## src/rtl/e_ppn_add_sub_seq_if.sv

```systemverilog
// Start/done operand and result bundle for the digit-serial add/sub/compare unit.
interface e_ppn_add_sub_seq_if #(
  parameter int unsigned WIDTH = 257
);
  logic             start_i;
  logic [1:0]       op_i;
  logic [WIDTH-1:0] a_i;
  logic [WIDTH-1:0] b_i;
  logic             ready_o;
  logic             done_o;
  logic [WIDTH-1:0] s_o;
  logic             c_o;
  logic             zero_o;

  modport master (
    output start_i, op_i, a_i, b_i,
    input  ready_o, done_o, s_o, c_o, zero_o
  );

  modport slave (
    input  start_i, op_i, a_i, b_i,
    output ready_o, done_o, s_o, c_o, zero_o
  );
endinterface

```

## src/rtl/e_ppn_add_sub_seq.sv

```systemverilog
// Digit-serial add / subtract / reverse-subtract / compare unit with zero flag.
// Operands are latched, then consumed DIGIT bits per cycle, LSB digit first.
module e_ppn_add_sub_seq #(
  parameter int unsigned WIDTH = 257,
  parameter int unsigned DIGIT = 64
) (
  input logic               clk,
  input logic               reset,
  e_ppn_add_sub_seq_if.slave bus
);

  localparam int unsigned NDIG  = (WIDTH + DIGIT - 1) / DIGIT;
  localparam int unsigned XW    = NDIG * DIGIT;
  localparam int unsigned LASTW = WIDTH - (NDIG - 1) * DIGIT;
  localparam int unsigned CW    = (NDIG > 1) ? $clog2(NDIG) : 1;
  localparam logic [DIGIT-1:0] LAST_MASK = {DIGIT{1'b1}} >> (DIGIT - LASTW);

  typedef enum logic [1:0] {ST_IDLE, ST_RUN, ST_DONE} state_t;

  state_t           state_q, state_d;
  logic [CW-1:0]    cnt_q, cnt_d;
  logic             carry_q, carry_d;
  logic             nz_q, nz_d;
  logic [1:0]       op_q, op_d;
  logic [XW-1:0]    x_q, x_d;
  logic [XW-1:0]    y_q, y_d;
  logic [XW-1:0]    acc_q, acc_d;
  logic [WIDTH-1:0] s_q, s_d;
  logic             c_q, c_d;
  logic             zero_q, zero_d;
  logic             done_q, done_d;
  logic             ready_q, ready_d;

  logic [WIDTH-1:0] na, nb;
  logic [DIGIT:0]   dsum;
  logic [DIGIT-1:0] dmask;
  logic             last_dig;

  // Next-state, digit datapath and output update
  always_comb begin
    state_d  = state_q;
    cnt_d    = cnt_q;
    carry_d  = carry_q;
    nz_d     = nz_q;
    op_d     = op_q;
    x_d      = x_q;
    y_d      = y_q;
    acc_d    = acc_q;
    s_d      = s_q;
    c_d      = c_q;
    zero_d   = zero_q;
    done_d   = 1'b0;

    na       = ~bus.a_i;
    nb       = ~bus.b_i;
    last_dig = (cnt_q == CW'(NDIG - 1));
    dmask    = last_dig ? LAST_MASK : {DIGIT{1'b1}};
    dsum     = (DIGIT+1)'(x_q[DIGIT-1:0]) + (DIGIT+1)'(y_q[DIGIT-1:0])
             + (DIGIT+1)'(carry_q);

    case (state_q)
      ST_IDLE, ST_DONE: begin
        if (bus.start_i) begin
          state_d = ST_RUN;
          cnt_d   = '0;
          nz_d    = 1'b0;
          op_d    = bus.op_i;
          case (bus.op_i)
            2'b00: begin
              x_d = XW'(bus.a_i); y_d = XW'(bus.b_i); carry_d = 1'b0;
            end
            2'b10: begin
              x_d = XW'(bus.b_i); y_d = XW'(na); carry_d = 1'b1;
            end
            default: begin
              x_d = XW'(bus.a_i); y_d = XW'(nb); carry_d = 1'b1;
            end
          endcase
        end else if (state_q == ST_DONE) begin
          state_d = ST_IDLE;
        end
      end
      ST_RUN: begin
        x_d     = x_q >> DIGIT;
        y_d     = y_q >> DIGIT;
        acc_d   = XW'({dsum[DIGIT-1:0], acc_q} >> DIGIT);
        carry_d = dsum[DIGIT];
        nz_d    = nz_q | (|(dsum[DIGIT-1:0] & dmask));
        cnt_d   = cnt_q + CW'(1);
        if (last_dig) begin
          state_d = ST_DONE;
          done_d  = 1'b1;
          c_d     = dsum[LASTW];
          zero_d  = ~nz_d;
          if (op_q != 2'b11) s_d = acc_d[WIDTH-1:0];
        end
      end
      default: state_d = ST_IDLE;
    endcase

    ready_d = (state_d != ST_RUN);
  end

  // State and datapath registers
  always_ff @(posedge clk or posedge reset) begin
    if (reset) begin
      state_q <= ST_IDLE;
      cnt_q   <= '0;
      carry_q <= 1'b0;
      nz_q    <= 1'b0;
      op_q    <= 2'b00;
      x_q     <= '0;
      y_q     <= '0;
      acc_q   <= '0;
      s_q     <= '0;
      c_q     <= 1'b0;
      zero_q  <= 1'b0;
      done_q  <= 1'b0;
      ready_q <= 1'b1;
    end else begin
      state_q <= state_d;
      cnt_q   <= cnt_d;
      carry_q <= carry_d;
      nz_q    <= nz_d;
      op_q    <= op_d;
      x_q     <= x_d;
      y_q     <= y_d;
      acc_q   <= acc_d;
      s_q     <= s_d;
      c_q     <= c_d;
      zero_q  <= zero_d;
      done_q  <= done_d;
      ready_q <= ready_d;
    end
  end

  assign bus.ready_o = ready_q;
  assign bus.done_o  = done_q;
  assign bus.s_o     = s_q;
  assign bus.c_o     = c_q;
  assign bus.zero_o  = zero_q;

endmodule

```

## src/flat_wrapper.sv

```systemverilog
// flat-port wrapper written by rule: the top's interface ports become plain ports
module e_ppn_add_sub_seq_flat 
#(
  parameter int unsigned WIDTH = 257,
  parameter int unsigned DIGIT = 64
)
  (clk, reset, bus_start_i, bus_op_i, bus_a_i, bus_b_i, bus_ready_o, bus_done_o, bus_s_o, bus_c_o, bus_zero_o);
  e_ppn_add_sub_seq_if #(.WIDTH(WIDTH)) bus_i ();
  input logic clk;
  input logic reset;
  input wire logic [$bits(bus_i.start_i)-1:0] bus_start_i;
  input wire logic [$bits(bus_i.op_i)-1:0] bus_op_i;
  input wire logic [$bits(bus_i.a_i)-1:0] bus_a_i;
  input wire logic [$bits(bus_i.b_i)-1:0] bus_b_i;
  output wire logic [$bits(bus_i.ready_o)-1:0] bus_ready_o;
  output wire logic [$bits(bus_i.done_o)-1:0] bus_done_o;
  output wire logic [$bits(bus_i.s_o)-1:0] bus_s_o;
  output wire logic [$bits(bus_i.c_o)-1:0] bus_c_o;
  output wire logic [$bits(bus_i.zero_o)-1:0] bus_zero_o;
  assign bus_i.start_i = bus_start_i;
  assign bus_i.op_i = bus_op_i;
  assign bus_i.a_i = bus_a_i;
  assign bus_i.b_i = bus_b_i;
  assign bus_ready_o = bus_i.ready_o;
  assign bus_done_o = bus_i.done_o;
  assign bus_s_o = bus_i.s_o;
  assign bus_c_o = bus_i.c_o;
  assign bus_zero_o = bus_i.zero_o;
  e_ppn_add_sub_seq #(.WIDTH(WIDTH), .DIGIT(DIGIT)) u_core (.clk(clk), .reset(reset), .bus(bus_i));
endmodule
```

## config.mk

```make
export PLATFORM = sky130hd
export DESIGN_NAME = e_ppn_add_sub_seq_flat
export DESIGN_NICKNAME = d
export VERILOG_FILES = /design/src/rtl/e_ppn_add_sub_seq_if.sv /design/src/rtl/e_ppn_add_sub_seq.sv /design/src/flat_wrapper.sv
export SDC_FILE = /design/constraint.sdc
export NUM_CORES = 2
export LEC_CHECK = 0
export CAP_MARGIN = 10
export CORE_MARGIN = 2
export CORE_UTILIZATION = 38
export CTS_BUF_LIST = sky130_fd_sc_hd__clkbuf_4 sky130_fd_sc_hd__clkbuf_8
export DETAILED_ROUTE_END_ITERATION = 16
export SETUP_SLACK_MARGIN = 0.15
export SLEW_MARGIN = 25
export SYNTH_ARGS = -nofsm -noshare
export SYNTH_HDL_FRONTEND = slang
export SYNTH_SLANG_ARGS = --single-unit
export TNS_END_PERCENT = 1
```

## constraint.sdc

```tcl
create_clock -name clk -period 29.9 [get_ports clk]
set_input_delay 2.99 -clock clk [delete_from_list [all_inputs] [get_ports clk]]
set_output_delay 2.99 -clock clk [all_outputs]
set_load 0.01 [all_outputs]
```

==> impl_metrics.ini <==
[clocking]
cts-root-buf = clkbuf_8
cts-buffers-inserted = 181
cts_resized = 0
cts_setup_buffers = 0
ctsHoldBuffers = 0
cts_tree = built
clock_latency_ps = 890
htree_levels = 4
clk_pin_slew_ps = 50
clockBufferDepth = 3
clock-sinks = 1040

[global_routing]
grt_pass1_wl_mm = 294
grt_max_degree = 214
grt_pass1_vias = 45100
overflow = 0
gr-usage-all-layers = 0.271
antenna_found_initial = 84

[synth]
yosys_register_bits = 1040
synth_largest_area_cell = dfrtp_1
synth.most_common_cell = nand2_1
synthCells = 6098
synth_common_cells = 1807 x nand2_1, 1039 x dfrtp_1, 963 x o21ai_0
yosysUniqueCellTypes = 80
syn_nets = 6684
syn_area_um2 = 53200
synth_top_cell_area_share = 0.489
yosysWarnings = 0
synth_edf_count = 0
yosys_most_used_dff = dfrtp_1
synth.yosys.seq_area_share = 0.489
syn_avg_cell_area_um2 = 8.72
synth_area_leaders = dfrtp_1 49%, nand2_1 13%, o21ai_0 9.1%, mux2_2 5.5%, a21oi_1 3.5%
async_reset_ff_frac = 1.00

[critical_path]
critPathCaptureType = async pin
cp_common_cell = buf_4
critPathLaunchType = input port
cp.required_ps = 30810
path_class = in -> async
critical-path-max-stage-delay_ps = 810
arrival_ps = 7510
worstPathCellList = clkdlybuf4s50_1 > clkinvlp_4 > buf_12 > buf_6 > buf_4 > buf_4 > buf_4
critPathMaxFanout = 172
r2r_cells = 13
crit_slowest_cell = buf_4

[sta]
worst_hold_slack_ps = 467
min_period_ps = 6600
layout_setup_ws_ps = 23300
tightest_slew_ps = 1110
relSlewSlack = 0.260
fin_skew_ps = 39.0
finalHoldViolCount = 0
finalCritPeriodShare = 0.221
max_freq_mhz = 152
finalSetupViolations = 0
fin_setup_tns_ps = 0
drv_slew = 0
rsz0062_at_grt = false

[drt]
dr_wl_met3_mm = 16.3
drc = 0
routedWlPerCell_um = 22.7
num_vias = 47500
drt_wl_total_mm = 198
firstDrtPassIters = 5
top_layer_used = met5
wl_met1_mm = 91.9
antenna_left = 0
drt_iter0_drc = 4160
route.met2.wl_mm = 84.3
viasPerCell = 5.46

[finish]
seq_area_um2 = 26000
multiInputGateArea_um2 = 25200
syn_to_final_growth_pct = 24.7
num-fill-cells = 13400
nets = 7240
drive_gt1_frac = 0.0996

[power_and_ir_drop]
power_density_nw_per_um2 = 101
p_leak_uw = 0.0295
peakVddDrop_v = 0.0000737

[placement]
globalplace.congestion = 0.883
place_hpwl_mm = 140
pre_cts_ws_ps = 21910
port-buffer-count = 779

[worst_hold_path]
min_path_cells = 2
hp-class = reg -> reg

[die]
die_w_um = 378
die_h_um = 378
core_area_um2 = 139000
num_rows = 137
initial_core_util = 0.382
die_area_um2 = 143000
io_pins = 780

[job]
maxCapViolations = 0

[run_status]
outcome = finished clean
## flip-flops by register name, summed over array words and instances, names as in the netlist, 2 cells and up
signal          flops
u_core.op_q         2
u_core.bus.s_o    257
u_core.acc_q      256
u_core.state_q      2
u_core.x_q        257
u_core.cnt_q        3
u_core.y_q        257
## critical path, delay by kind of cell
| kind | cells | cell delay, ps |
|---|---|---|
| buffers and inverters | 7 | 4230 |
## power by group
| group | leakage (µW) | internal (µW) | switching (µW) |
|---|---|---|---|
| sequential | 0.0135 | 2010 | 461 |
| combinational | 0.0139 | 1100 | 1680 |
| clock | 0.00213 | 816 | 619 |
## layer usage
layer,vias up,GRT usage
li1,22200,-
met1,23100,0.398
met2,1777,0.393
met3,345,0.0648
met4,58,0.0850
met5,-,0
## worst paths after layout
kind                              startpoint                  to  slack [ps]
hold / removal             u_core.acc_q[100]   u_core.acc_q[100]         470
setup / recovery                       reset     u_core.x_q[140]       23300
hold reg to reg            u_core.acc_q[100]   u_core.acc_q[100]         470
max in group clk                 bus_start_i         u_core.nz_q       23810
setup reg to reg               u_core.y_q[0]         u_core.nz_q       24260
min in group asynchronous              reset  u_core.bus.s_o[85]        2770
## metrics by stage
step                area [µm²]  cells  power, µW   util
floorplan                53200   6098       4040      -
global placement         62200   8345       5200  0.447
detailed placement       62200   8346       5250  0.447
CTS                      66200   8673       6710  0.476
global route             66300   8699       7130  0.477
finish                   66300   8705       6680  0.477
## cells by family (layout without fill, tap and decap cells)
group	count (synthesis)	in the layout	share of synthesized area
compound gates	1776	1776	0.194
flops	1040	1040	0.489
mux	397	397	0.0808
xor+xnor	41	41	0.00675
simple gates	2228	2228	0.174
other cells	0	31	0
fa+ha+maj	67	67	0.0160
buf+inv	549	1249	0.0391
## cell type report
type | instances | share of cell area
Sequential cell | 1040 | 0.392
Timing Repair Buffer | 833 | 0.126
Multi-Input combinational cell | 4509 | 0.379
Antenna cell | 31 | 0.00117
Inverter | 89 | 0.00509
Clock buffer | 289 | 0.0540
Clock inverter | 38 | 0.00668
Tap cell | 1876 | 0.0354
## placed cells by master (no fill, tap or decap), types with 65 or more instances in the layout
| cell | n |
|---|---|
| a21oi_1 | 372 |
| a221o_1 | 101 |
| clkbuf_8 | 226 |
| clkdlybuf4s50_1 | 777 |
| dfrtp_1 | 1039 |
| ha_1 | 65 |
| inv_1 | 88 |
| mux2_2 | 261 |
| mux2i_1 | 136 |
| nand2_1 | 1806 |
| nand2b_1 | 197 |
| nor2_1 | 69 |
| o211ai_1 | 206 |
| o21ai_0 | 963 |
Power figures use the tool's default switching activity.
